**src/rtl/cache_evict_wb.sv**
```systemverilog
// Victim write-back engine: queues evicted set indices, reads each line from the data
// array word by word, streams the words to memory, then invalidates the line.
// Optional build macro EVICT_SKIP_CLEAN_EN: a line whose word-0 dirty bit is clear is
// invalidated without any memory beats.
module cache_evict_wb #(
  parameter int WORD_WID   = 64,
  parameter int LINE_WORDS = 4,
  parameter int FIFO_DEPTH = 4
) (
  input  logic                          clk_i,
  input  logic                          rst_ni,
  input  logic                          evict_valid_i,
  input  logic [9:0]                    evict_idx_i,
  output logic                          arr_rd_en_o,
  output logic [9:0]                    arr_rd_idx_o,
  output logic [$clog2(LINE_WORDS)-1:0] arr_rd_word_o,
  input  logic [WORD_WID-1:0]           arr_rd_data_i,
  input  logic                          arr_dirty_i,
  output logic                          mem_wr_valid_o,
  input  logic                          mem_wr_ready_i,
  output logic [9:0]                    mem_wr_idx_o,
  output logic [WORD_WID-1:0]           mem_wr_data_o,
  output logic                          mem_wr_last_o,
  output logic                          inval_o,
  output logic [9:0]                    inval_idx_o,
  output logic                          busy_o,
  output logic [7:0]                    drop_cnt_o
);
  localparam int WORD_W = $clog2(LINE_WORDS);
  localparam int PTR_W  = $clog2(FIFO_DEPTH);
  localparam int CNT_W  = PTR_W + 1;
  localparam logic [WORD_W-1:0] LAST_WORD = WORD_W'(LINE_WORDS - 1);
  localparam logic [CNT_W-1:0]  FULL_CNT  = CNT_W'(FIFO_DEPTH);

  typedef enum logic [2:0] {
    IDLE  = 3'd0,
    READ  = 3'd1,
    WAIT  = 3'd2,
    SEND  = 3'd3,
    INVAL = 3'd4
  } state_t;

  state_t              state_r, state_s;
  logic [9:0]          fifo_mem_r [FIFO_DEPTH];
  logic [PTR_W-1:0]    wr_ptr_r, rd_ptr_r;
  logic [CNT_W-1:0]    count_r, count_s;
  logic                fifo_empty_s, fifo_full_s;
  logic                push_s, pop_s, drop_s;
  logic [9:0]          victim_r, victim_s;
  logic [WORD_W-1:0]   word_r, word_s;
  logic [WORD_WID-1:0] data_r, data_s;
  logic                skip_r, skip_s;
  logic [7:0]          drop_cnt_r;
  logic                rd_en_r, rd_en_s;
  logic                wr_valid_r, wr_valid_s;
  logic                wr_last_r, wr_last_s;
  logic                inval_r, inval_s;
  logic                busy_r, busy_s;

  assign fifo_empty_s = (count_r == {CNT_W{1'b0}});
  assign fifo_full_s  = (count_r == FULL_CNT);

`ifndef EVICT_SKIP_CLEAN_EN
  logic unused_dirty_s;
  assign unused_dirty_s = arr_dirty_i;
`endif

  // Next-state, capture values and next registered-output decode
  always_comb begin
    state_s  = state_r;
    victim_s = victim_r;
    word_s   = word_r;
    data_s   = data_r;
    skip_s   = skip_r;
    pop_s    = 1'b0;
    case (state_r)
      IDLE, INVAL: begin
        if (!fifo_empty_s) begin
          pop_s    = 1'b1;
          victim_s = fifo_mem_r[rd_ptr_r];
          word_s   = {WORD_W{1'b0}};
          skip_s   = 1'b0;
          state_s  = READ;
        end else begin
          state_s  = IDLE;
        end
      end
      READ: begin
        state_s = WAIT;
      end
      WAIT: begin
        data_s  = arr_rd_data_i;
`ifdef EVICT_SKIP_CLEAN_EN
        if (word_r == {WORD_W{1'b0}}) begin
          skip_s = ~arr_dirty_i;
        end else begin
          skip_s = skip_r;
        end
`else
        skip_s  = 1'b0;
`endif
        state_s = SEND;
      end
      SEND: begin
        // A clean line spends one cycle here with valid low, then goes straight to INVAL
        if (skip_r) begin
          state_s = INVAL;
        end else if (mem_wr_ready_i) begin
          if (word_r == LAST_WORD) begin
            state_s = INVAL;
          end else begin
            word_s  = word_r + {{(WORD_W-1){1'b0}}, 1'b1};
            state_s = READ;
          end
        end else begin
          state_s = SEND;
        end
      end
      default: begin
        state_s = IDLE;
      end
    endcase

    // Fullness is judged on the count at cycle start, so a same-cycle pop does not rescue a push
    push_s  = evict_valid_i & ~fifo_full_s;
    drop_s  = evict_valid_i & fifo_full_s;
    count_s = count_r + {{(CNT_W-1){1'b0}}, push_s} - {{(CNT_W-1){1'b0}}, pop_s};

    rd_en_s    = (state_s == READ);
    wr_valid_s = (state_s == SEND) & ~skip_s;
    wr_last_s  = wr_valid_s & (word_s == LAST_WORD);
    inval_s    = (state_s == INVAL);
    busy_s     = (count_s != {CNT_W{1'b0}}) | (state_s != IDLE);
  end

  // Sequencer state, victim/word/data capture and registered outputs
  always_ff @(posedge clk_i or negedge rst_ni) begin
    if (!rst_ni) begin
      state_r    <= IDLE;
      victim_r   <= 10'd0;
      word_r     <= {WORD_W{1'b0}};
      data_r     <= {WORD_WID{1'b0}};
      skip_r     <= 1'b0;
      rd_en_r    <= 1'b0;
      wr_valid_r <= 1'b0;
      wr_last_r  <= 1'b0;
      inval_r    <= 1'b0;
      busy_r     <= 1'b0;
    end else begin
      state_r    <= state_s;
      victim_r   <= victim_s;
      word_r     <= word_s;
      data_r     <= data_s;
      skip_r     <= skip_s;
      rd_en_r    <= rd_en_s;
      wr_valid_r <= wr_valid_s;
      wr_last_r  <= wr_last_s;
      inval_r    <= inval_s;
      busy_r     <= busy_s;
    end
  end

  // Victim queue pointers, occupancy and saturating drop counter
  always_ff @(posedge clk_i or negedge rst_ni) begin
    if (!rst_ni) begin
      wr_ptr_r   <= {PTR_W{1'b0}};
      rd_ptr_r   <= {PTR_W{1'b0}};
      count_r    <= {CNT_W{1'b0}};
      drop_cnt_r <= 8'd0;
    end else begin
      count_r <= count_s;
      if (push_s) begin
        wr_ptr_r <= wr_ptr_r + {{(PTR_W-1){1'b0}}, 1'b1};
      end else begin
        wr_ptr_r <= wr_ptr_r;
      end
      if (pop_s) begin
        rd_ptr_r <= rd_ptr_r + {{(PTR_W-1){1'b0}}, 1'b1};
      end else begin
        rd_ptr_r <= rd_ptr_r;
      end
      if (drop_s && (drop_cnt_r != 8'hFF)) begin
        drop_cnt_r <= drop_cnt_r + 8'd1;
      end else begin
        drop_cnt_r <= drop_cnt_r;
      end
    end
  end

  // Victim queue storage; contents are don't-care while the count is zero
  always_ff @(posedge clk_i) begin
    if (push_s) begin
      fifo_mem_r[wr_ptr_r] <= evict_idx_i;
    end
  end

  assign arr_rd_en_o    = rd_en_r;
  assign arr_rd_idx_o   = victim_r;
  assign arr_rd_word_o  = word_r;
  assign mem_wr_valid_o = wr_valid_r;
  assign mem_wr_idx_o   = victim_r;
  assign mem_wr_data_o  = data_r;
  assign mem_wr_last_o  = wr_last_r;
  assign inval_o        = inval_r;
  assign inval_idx_o    = victim_r;
  assign busy_o         = busy_r;
  assign drop_cnt_o     = drop_cnt_r;

endmodule

```
**config.mk**
```make
export PLATFORM = sky130hd
export DESIGN_NAME = cache_evict_wb
export DESIGN_NICKNAME = d
export VERILOG_FILES = /design/src/rtl/cache_evict_wb.sv
export SDC_FILE = /design/constraint.sdc
export NUM_CORES = 1
export LEC_CHECK = 0
export ABC_AREA = 1
export CAP_MARGIN = 25
export CORE_UTILIZATION = 39
export DETAILED_ROUTE_END_ITERATION = 16
export GPL_TIMING_DRIVEN = 1
export PLACE_DENSITY = 0.75
export RECOVER_POWER = 100
export SLEW_MARGIN = 40
export SYNTH_ARGS = -nofsm -noshare
export SYNTH_HDL_FRONTEND = slang
export SYNTH_SLANG_ARGS = --single-unit
```
**constraint.sdc**
```tcl
create_clock -name clk_i -period 2.8 [get_ports clk_i]
set_clock_uncertainty 0.1 [all_clocks]
set_input_delay 0.56 -clock clk_i [delete_from_list [all_inputs] [get_ports clk_i]]
set_output_delay 0.56 -clock clk_i [all_outputs]
set_load 0.005 [all_outputs]
```
==> results.md <==
- For this run the aggregate overflow at the end of global routing stands at 0.
- The number of buffers inserted during clock tree synthesis is 17.
- The number of storage elements in the synthesis netlist is 140.
- The clock tree buffer depth is 2.
- The net count after synthesis is 531.
- The count of final setup violators is 0.
- In this design, the largest share of critical-path delay is due to buffers and inverters.
- Buffers added to address setup during post-CTS repair amount to 0.
- The number of pins with negative max-slew slack in the final report is 0.
- The site row count is 44.
- Of the cells placed in the final design, the portion with a size suffix greater than 1 is 0.0911.
- During synthesis, Yosys emitted a total of 0 warnings.
- Across the run, the number of max-cap violations was 0.
- The complex-gate fraction of the synthesized area is 0.0349.
- The HPWL after detailed placement is 8650 µm.
- The kind of start point of the critical path is a flop.
- Data on the critical path is required at its endpoint by 3.00 ns.
- Of the synthesized area, sequential elements account for 0.637.
- Routability-driven placement finished with a final weighted congestion of 0.799.
- The cell taking the most area after synthesis is sky130_fd_sc_hd__dfrtp_1.
- The share of synthesized area in the top cell type comes to 0.430.
- Hold timing on the final database bottoms out at a slack of 0.381 ns.
- The maximum clock frequency is 427 MHz.
- Fill cells in the final layout number 1239.
- The vertical extent of the die is 124 µm.
- For this design, the slowest cell found on the critical path is sky130_fd_sc_hd__clkbuf_4.
- Yosys mapped the design onto 26 distinct sky130hd cell types.
- The count of non-filler cells in the finished layout is 821.
- In the layout the commonest cells are sky130_fd_sc_hd__dlygate4sd3_1 (121), sky130_fd_sc_hd__dfrtp_1 (100), sky130_fd_sc_hd__nor2_1 (74), sky130_fd_sc_hd__clkdlybuf4s50_1 (65), sky130_fd_sc_hd__edfxtp_1 (40).
- The die covers 0.0154 mm².
- The leading cell type in the layout, fill and taps excluded is sky130_fd_sc_hd__dlygate4sd3_1.
- The largest incremental delay on the critical path is 0.52 ns.
- The clock transition at the registers of the reported paths is 0.06 ns.
- The run finished with clean final reports.
- In this run the static leakage power is 3.39 nW.
- The I/O pin total is 188.
- The pin count of the biggest net entering global routing is 69.
- Summing over every cut layer, the via total after detailed routing is 3862.
- The largest family of logic cells by synthesized area is multiplexers.
- The count of nets left with antenna violations once routing finished came out at 0.
- The number of global-route vias before repair is 3987.
- The total DRC errors in the routed layout is 0.
- In this run, post-CTS repair resized a total of 0 instances.
- The count of inserted antenna diode cells is 0.
- The cell count after synthesis is 445.
- The x dimension of the die is 124 µm.
- The post-synthesis share of cell area spent on full adders, half adders and majority gates is 0.0164.
- Setup repair after global routing left no endpoint under its margin.
- The number of detailed-routing iterations run before antenna repair is 4.
- Of the total synthesized cell area, the portion taken by XOR and XNOR cells is 0.0181.
- Yosys attributes the largest share of cell area to sky130_fd_sc_hd__dfrtp_1 (43%), sky130_fd_sc_hd__edfxtp_1 (21%), sky130_fd_sc_hd__mux2_4 (10%).
- The area of the mapped netlist is 0.00581 mm².
- For this run, the total global-route usage over all layers was measured as 0.171.
- The final layout contains routed wiring with a total length of ~12000 µm.
- The path type of the worst setup path is reg -> reg.
- The number of buffers and inverters on the critical path is 2.
- The worst-skew pair later-pin latency is 0.41 ns.
- The arrival time at the worst endpoint is 2.54 ns.
- Relative to the synthesized area, the layout overhead comes to 40.4%.
- A synthesized cell averages 13.1 µm².
- Counting tap cells, the placed design contains a total of 788 instances.
- The power density normalized to cell area is 1090 mW/mm².
- The number of nets at the end of the flow is about 700.
- The clock period minus final worst setup slack is 2.34 ns.
- The class of the tightest hold or removal check is reg -> reg.
- Of the available clock period, the critical path in the final layout requires 0.837.
- The mux share of post-synthesis cell area is 0.149.
- The transition time of the tightest slew-check pin is around 1.0 ns.
- Clock tree synthesis selected as its root buffer the cell sky130_fd_sc_hd__clkbuf_16.
- After detailed routing, the number of vias per cell comes to around 4.7.
- The initial core utilization is 0.400.
- The wire length of the first global-routing pass is 19400 µm.
- The detailed router finished its first iteration with 222 violations.
- The placeable core region is 0.0145 mm².
- The initial antenna violation count is 0.
- In this run the worst path has a maximum fanout of 35.
- The signal on the critical path passes through nor2_1, nand2_1, buf_4, clkbuf_4, mux2_2.
- The final hold violation count came to 0.
- Setup total negative slack on the finished layout was measured at 0 ns.
- Across the VDD grid, the largest voltage drop is about 0.48 mV.
- The count of buffers added on input and output ports is 186.
- The clock drives 140 sinks.
- The share of synthesized cell area in and, or, nand and nor gates is 0.0839.
- The CTS tree is yes.
- In the final routed layout, each cell accounts on average for 15.1 µm.
- In this run the number of H-tree levels came out at 4.
- STA classifies the critical path endpoint as a flop.
- Measured against its own limit, the worst slew margin works out to 0.330.
path summary, 6_finish.rpt:
check                                  startpoint                 to  slack, ns  cells past startpoint
worst max-delay path                   state_r[2]   mem_wr_data_o[1]       0.46                      5
worst max register to register         state_r[2]   mem_wr_data_o[1]       0.46                      5
max in group asynchronous                  rst_ni   mem_wr_data_o[3]       1.02                      3
min in group asynchronous                  rst_ni  mem_wr_data_o[50]       0.71                      2
worst min register to register  mem_wr_data_o[48]  mem_wr_data_o[48]       0.38                      1
worst min-delay path            mem_wr_data_o[48]  mem_wr_data_o[48]       0.38                      1
cell usage after synthesis:
cell type / number
sky130_fd_sc_hd__nor3_1: 2
sky130_fd_sc_hd__and2_1: 1
sky130_fd_sc_hd__buf_2: 5
sky130_fd_sc_hd__fa_1: 1
sky130_fd_sc_hd__mux2_4: 39
sky130_fd_sc_hd__xor2_1: 5
sky130_fd_sc_hd__dfrtp_1: 100
sky130_fd_sc_hd__clkbuf_1: 3
sky130_fd_sc_hd__inv_1: 23
sky130_fd_sc_hd__edfxtp_1: 40
sky130_fd_sc_hd__ha_1: 6
sky130_fd_sc_hd__inv_2: 1
sky130_fd_sc_hd__mux2_2: 25
sky130_fd_sc_hd__nand2_1: 37
sky130_fd_sc_hd__buf_6: 5
sky130_fd_sc_hd__nand3b_1: 1
sky130_fd_sc_hd__a31oi_1: 10
sky130_fd_sc_hd__xnor2_1: 7
sky130_fd_sc_hd__a21oi_1: 4
sky130_fd_sc_hd__nand2_2: 1
sky130_fd_sc_hd__buf_4: 22
sky130_fd_sc_hd__clkinv_1: 1
sky130_fd_sc_hd__nor2_1: 74
sky130_fd_sc_hd__nand3_1: 7
sky130_fd_sc_hd__o21ai_0: 24
sky130_fd_sc_hd__nand4_1: 1
through the flow:
stage	total power, W	worst slack (ns)	utilization	cell area, µm²
6_report	0.00889	0.456	0.562	8160
5_1_grt	0.00955	0.224	0.562	8160
4_1_cts	0.00973	0.549	0.573	8330
3_5_place_dp	0.00746	0.249	0.532	7720
3_3_place_gp	0.00730	0.294	0.532	7720
2_1_floorplan	0.00560	0.673	-	5810
logic make-up after synthesis:
logic type               after synthesis
buffers and inverters                 60
flip-flops                           140
XOR/XNOR                              12
adder cells (fa/ha/maj)                7
AO/OA/AOI/OAI                         38
AND/OR/NAND/NOR                      124
multiplexers                          64
sequential cells by signal, summed over array words and instances, names as in the netlist, 2 cells and up:
| name | flops |
|---|---|
| wr_ptr_r | 2 |
| arr_rd_idx_o | 10 |
| arr_rd_word_o | 2 |
| mem_wr_data_o | 64 |
| fifo_mem_r | 40 |
| state_r | 3 |
| count_r | 3 |
| rd_ptr_r | 2 |
| drop_cnt_o | 8 |
power breakdown:
part           internal (W)  switching, W  total (W)
Sequential          0.00293      0.000454    0.00338
Clock               0.00142      0.000791    0.00221
Combinational       0.00187       0.00143    0.00330
layer usage:
metal / up-vias / track usage / wire (µm)
li1: 1836 / - / -
met2: 124 / 0.295 / 6520
met4: 0 / 0.0707 / 254
met1: 1881 / 0.196 / 4880
met3: 21 / 0.0527 / 724
met5: - / 0 / 0
cell type report:
type,count,area (µm²),share of cell area
repair buffers,196,1920,0.236
flip-flops and latches,140,3700,0.454
clock buffers,27,546,0.0668
inverters,25,93.8,0.0115
multi-input cells,245,1620,0.198
clock inverters,4,50.0,0.00613
well taps,184,230,0.0282
timing repair:
item	in CTS	in global routing
endpoints found under the setup margin	0	0
hold endpoints to repair	13	0
hold buffers	1	0
Power figures use the tool's default switching activity.
==> RTL edit 1: new RTL, same flow settings <==
The option `EVICT_SKIP_CLEAN_EN` is turned on by a define.
--- a/src/rtl/cache_evict_wb.sv
+++ b/src/rtl/cache_evict_wb.sv
@@ -3,4 +3,6 @@
 // Optional build macro EVICT_SKIP_CLEAN_EN: a line whose word-0 dirty bit is clear is
 // invalidated without any memory beats.
+`define EVICT_SKIP_CLEAN_EN
+
 module cache_evict_wb #(
   parameter int WORD_WID   = 64,
Function: changed (a bounded check fails within 10 cycles, from zero or initial values and one cycle with rst_ni low).
==> RTL edit 1 against the original RTL <==
  * Wire length is 4.5% higher
  * Cell area is 0.75% higher
  * Synthesized area is 1.2% lower
  * Core utilization is 2.2 points higher
  * Total power is 3.5% higher
  * Setup slack better by 18 ps
  * Sequential cell count stayed put
  * First-iteration DRC count is 9.9% higher
  * Critical path type unchanged
  * Largest power group is now combinational logic
==> RTL edit 1: results (changes against the original RTL) <==
hold_slack_ps: 273  # was 381 ps
cts_max_level: 4  # unchanged
finalHoldViolations: 0  # unchanged
yosysWarnings: 0  # unchanged
dpl_cell_area_um2: 7660  # was 7720 µm²
syn_to_final_growth_pct: 43.2  # was 40.4%
syn_nets: 672  # was 531
synthArstFlopShare_pct: 71.4  # unchanged
yosysSeqAreaShare_pct: 64.5  # was 63.7%
ys_types: 28  # was 26
post-place-ws_ps: 237  # was 249 ps
clk_pin_slew_ps: 60  # about the same
avgViaCountPerCell: 4.60  # was 4.70
status: "finished clean"  # unchanged
slew_headroom_pct: 13.9  # was 33.0%
use_met1_pct: 20.7  # was 19.6%
grt_start_max_net_pins: 68  # was 69
cts_root_buffer: "clkbuf_16"  # unchanged
grt.met2_usage_pct: 30.7  # was 29.5%
drt_first_iter_violations: 244  # was 222
ys.flop_type: "dfrtp_1"  # unchanged
leakage_nw: 3.78  # was 3.39 nW
grt_antenna_before_repair: 1  # was 0
worstHoldPathType: "in -> async"  # was reg -> reg
synth.area.top_cells: "dfrtp_1 44%, edfxtp_1 21%, nand2_1 15%, nor2_1 4.5%, buf_4 3.4%"  # was dfrtp_1 43%, edfxtp_1 21%, mux2_4 10%, mux2_2 4.8%, nor2_1 4.8%
final_nets: 847  # was 711
cts_setup_buffers: 0  # unchanged
cts_resized: 0  # unchanged
grt_pass1_vias: 4314  # was 3987
largest_reg_flops: 64  # unchanged
fill_cells: 1164  # was 1239
syn_inst: 586  # was 445
cts_buffer_depth: 2  # unchanged
grt_util_met3_pct: 5.90  # was 5.27%
synth_common_cells: "231 x nand2_1, 100 x dfrtp_1, 69 x nor2_1, 40 x edfxtp_1, 26 x buf_4"  # was 100 x dfrtp_1, 74 x nor2_1, 40 x edfxtp_1, 39 x mux2_4, 37 x nand2_1
peakVddDrop_mv: 0.592  # was 0.477 mV
wirelength_um: 12900  # was 12400 µm
drive_gt1_share_pct: 5.56  # was 9.11%
worstPathArrival_ps: 2510  # was 2540 ps
place_inst: 922  # was 788
gp_congestion: 0.780  # was 0.799
synth_edf_count: 40  # unchanged
clk_latency_ps: 410  # about the same
grt_pass1_wl_um: 20500  # was 19400 µm
dp_hpwl_um: 9150  # was 8650 µm
dr.pass1.iters: 4  # unchanged
cts_made_buffers: 17  # unchanged
grt_use_total_pct: 17.8  # was 17.1%
portBuffers: 187  # was 186
cp_max_fo: 6  # was 35
avgRoutedWirePerCell_um: 13.5  # was 15.1 µm
RTL edit 1: cell types whose count changed after synthesis, moves of 5 or more:
cell / delta
mux2_2: -25
nor2_1: -5
xnor2_1: -5
nand2_1: +194
mux2_4: -39
RTL edit 1: metal layers:
layer,share of wire [%],vias to the layer above
met2,53,119
li1,-,2187
met4,1.0,0
met3,5.8,12
met5,0,-
met1,40,2083
RTL edit 1: worst paths after layout:
| check | end | depth (start not counted) | from | slack (ps) |
|---|---|---|---|---|
| hold / removal | mem_wr_data_o[7] | 1 | rst_ni | 270 |
| max in group asynchronous | arr_rd_idx_o[7] | 2 | rst_ni | 1430 |
| setup / recovery | busy_o | 10 | count_r[1] | 470 |
| min in group clk_i | mem_wr_data_o[35] | 2 | mem_wr_data_o[35] | 370 |
| setup reg to reg | busy_o | 10 | count_r[1] | 470 |
| hold reg to reg | mem_wr_data_o[35] | 2 | mem_wr_data_o[35] | 370 |
RTL edit 1: final cells by class:
type	count	area share, %
antenna	2	0.0608
tap	180	2.74
clock inverter	9	1.28
inverter	26	1.19
clock buffer	23	6.21
timing repair buffer	197	23.4
multi-input combinational	379	20.1
sequential	140	45.0
RTL edit 1: cells by family after synthesis:
logic type	after synthesis	share of synthesized area, %
and+or+nand+nor	321	21.7
DFF	140	64.5
buffers and inverters	67	6.38
AOI/OAI and AO/OA	40	4.05
xor gates and xnor gates	11	1.68
adders and majority gates	7	1.66
RTL edit 1: power breakdown:
group	leakage, nW	switching [mW]	internal, mW	total (mW)
registers	1.59	0.474	2.93	3.40
clock network	0.300	0.805	1.46	2.27
logic	1.90	1.83	1.70	3.53
total	3.78	3.11	6.09	9.20
RTL edit 1: worst max-delay path, cell delays in order, from the launching register on:
cell	delay [ps]
dfrtp_1	400
nor2_1	170
nand2_1	70
nand2_1	190
clkinv_1	120
nand2_1	110
nand2_1	70
ha_1	200
fa_1	470
nor3_1	210
nand3_1	90
==> RTL edit 2: new RTL, config.mk and constraints unchanged <==
Without the edit above. Re-encode `state_t` (5 states) as Gray code, 3 bits wide.
--- a/src/rtl/cache_evict_wb.sv
+++ b/src/rtl/cache_evict_wb.sv
@@ -34,9 +34,9 @@
 
   typedef enum logic [2:0] {
-    IDLE  = 3'd0,
-    READ  = 3'd1,
-    WAIT  = 3'd2,
-    SEND  = 3'd3,
-    INVAL = 3'd4
+    IDLE  = 3'b000,
+    READ  = 3'b001,
+    WAIT  = 3'b011,
+    SEND  = 3'b010,
+    INVAL = 3'b110
   } state_t;
 
Behaviour: no difference found for any inputs over 10 cycles, from zero or initial values and one cycle with rst_ni low; not proved beyond that.
==> RTL edit 2 against the original RTL <==
  * Cell area up 1.2%
  * Setup slack better by 45 ps
  * Core utilization rose by 0.45 points
  * Global-route usage grew 0.72 points
  * Hold slack got worse by 180 ps
  * Clock power is 3% lower
  * Final cell count grew 17%
  * Sequential cell count stayed put
  * Wire length is 3.7% higher
  * Critical path depth up 7
  * Total power is 1.6% higher
  * First-iteration DRC count down 0.45%
  * Synthesized area up 0.62%
==> RTL edit 2: results (changes against the original RTL) <==
final_nets: 847  # was 711
cts_setup_buffers: 0  # unchanged
fill_cells: 1226  # was 1239
largest_reg_flops: 64  # unchanged
leakage_nw: 3.81  # was 3.39 nW
fin_setup_tns_ps: 0  # unchanged
worstPathArrival_ps: 2480  # was 2540 ps
synth.area.top_cells: "dfrtp_1 43%, edfxtp_1 21%, nand2_1 15%, buf_4 4.0%, nor2_1 3.5%"  # was dfrtp_1 43%, edfxtp_1 21%, mux2_4 10%, mux2_2 4.8%, nor2_1 4.8%
status: "finished clean"  # unchanged
reg2reg_depth: 12  # was 5
post-place-ws_ps: 202  # was 249 ps
cp_max_fo: 5  # was 35
grt_use_total_pct: 17.8  # was 17.1%
portBuffers: 186  # unchanged
gp_congestion: 0.742  # was 0.799
synth_edf_count: 40  # unchanged
cts_max_level: 4  # unchanged
dr.pass1.iters: 4  # unchanged
peakVddDrop_mv: 0.423  # was 0.477 mV
yosysSeqAreaShare_pct: 63.3  # was 63.7%
grt_pass1_wl_um: 21500  # was 19400 µm
final_cells: 958  # was 821
ys.flop_type: "dfrtp_1"  # unchanged
route.vias.total: 4340  # was 3862
worstHoldPathType: "in -> async"  # was reg -> reg
drive_gt1_share_pct: 7.24  # was 9.11%
maxCapViolations: 0  # unchanged
layout_worst_path_cycle_share_pct: 82.1  # was 83.7%
synthArstFlopShare_pct: 71.4  # unchanged
crit_slowest_cell: "dfrtp_1"  # was clkbuf_4
wirelength_um: 12800  # was 12400 µm
clk_latency_ps: 410  # about the same
yosysWarnings: 0  # unchanged
hold_slack_ps: 205  # was 381 ps
crit_path_max_incr_delay_ps: 410  # was 520 ps
grt_antenna_before_repair: 1  # was 0
cts_root_buffer: "clkbuf_16"  # unchanged
dpl_cell_area_um2: 7740  # was 7720 µm²
syn_inst: 587  # was 445
synth_common_cells: "236 x nand2_1, 100 x dfrtp_1, 55 x nor2_1, 40 x edfxtp_1, 31 x buf_4"  # was 100 x dfrtp_1, 74 x nor2_1, 40 x edfxtp_1, 39 x mux2_4, 37 x nand2_1
cts_made_buffers: 17  # unchanged
syn_nets: 674  # was 531
cp-startpoint: "state_r[2]"  # unchanged
tightest_slew_ps: 1070  # was 1010 ps
grt_pass1_vias: 4162  # was 3987
endpoint: "busy_o"  # was mem_wr_data_o[1]
ys_types: 31  # was 26
cts_resized: 0  # unchanged
drt_first_iter_violations: 221  # was 222
dp_hpwl_um: 8870  # was 8650 µm
r2r_slack_ps: 500  # was 460 ps
clk_pin_slew_ps: 60  # about the same
place_inst: 925  # was 788
grt_start_max_net_pins: 66  # was 69
cts_buffer_depth: 2  # unchanged
RTL edit 2: per-layer routing:
layer / vias to the layer above / track usage (%) / routed length (µm)
met1: 2021 / 22.8 / 5730
met2: 127 / 28.6 / 6310
met5: - / 0 / 0
met4: 0 / 7.80 / 211
li1: 2177 / - / -
met3: 15 / 4.38 / 596
RTL edit 2: final cells by class:
class / count / area (µm²) / share of cell area [%]
clock inverter: 14 / 146 / 1.77
timing repair buffer: 196 / 1920 / 23.3
sequential: 140 / 3700 / 44.8
inverter: 30 / 113 / 1.36
multi-input combinational: 375 / 1710 / 20.7
antenna: 1 / 2.50 / 0.0303
tap: 184 / 230 / 2.79
clock buffer: 18 / 429 / 5.20
RTL edit 2: critical path, delay by kind of cell, from the launching register on:
| family | cells | cell delay, ps |
|---|---|---|
| fa+ha+maj | 3 | 820 |
| buf+inv | 2 | 130 |
| flops | 1 | 410 |
| simple gates | 7 | 700 |
RTL edit 2: power by group:
part	internal, mW	total [mW]	switching [mW]
registers	2.91	3.36	0.454
clock network	1.31	2.15	0.839
logic	1.72	3.52	1.80
total	5.93	9.03	3.10
RTL edit 2: logic make-up (layout without fill, tap and decap cells):
kind of cell	after synthesis	after routing	share of synthesized area [%]
and+or+nand+nor	318	318	21.6
DFF	140	140	63.3
buffers and inverters	72	258	7.08
AOI/OAI and AO/OA	39	39	4.58
xor gates and xnor gates	10	10	1.63
adders and majority gates	8	8	1.84
other	0	1	0
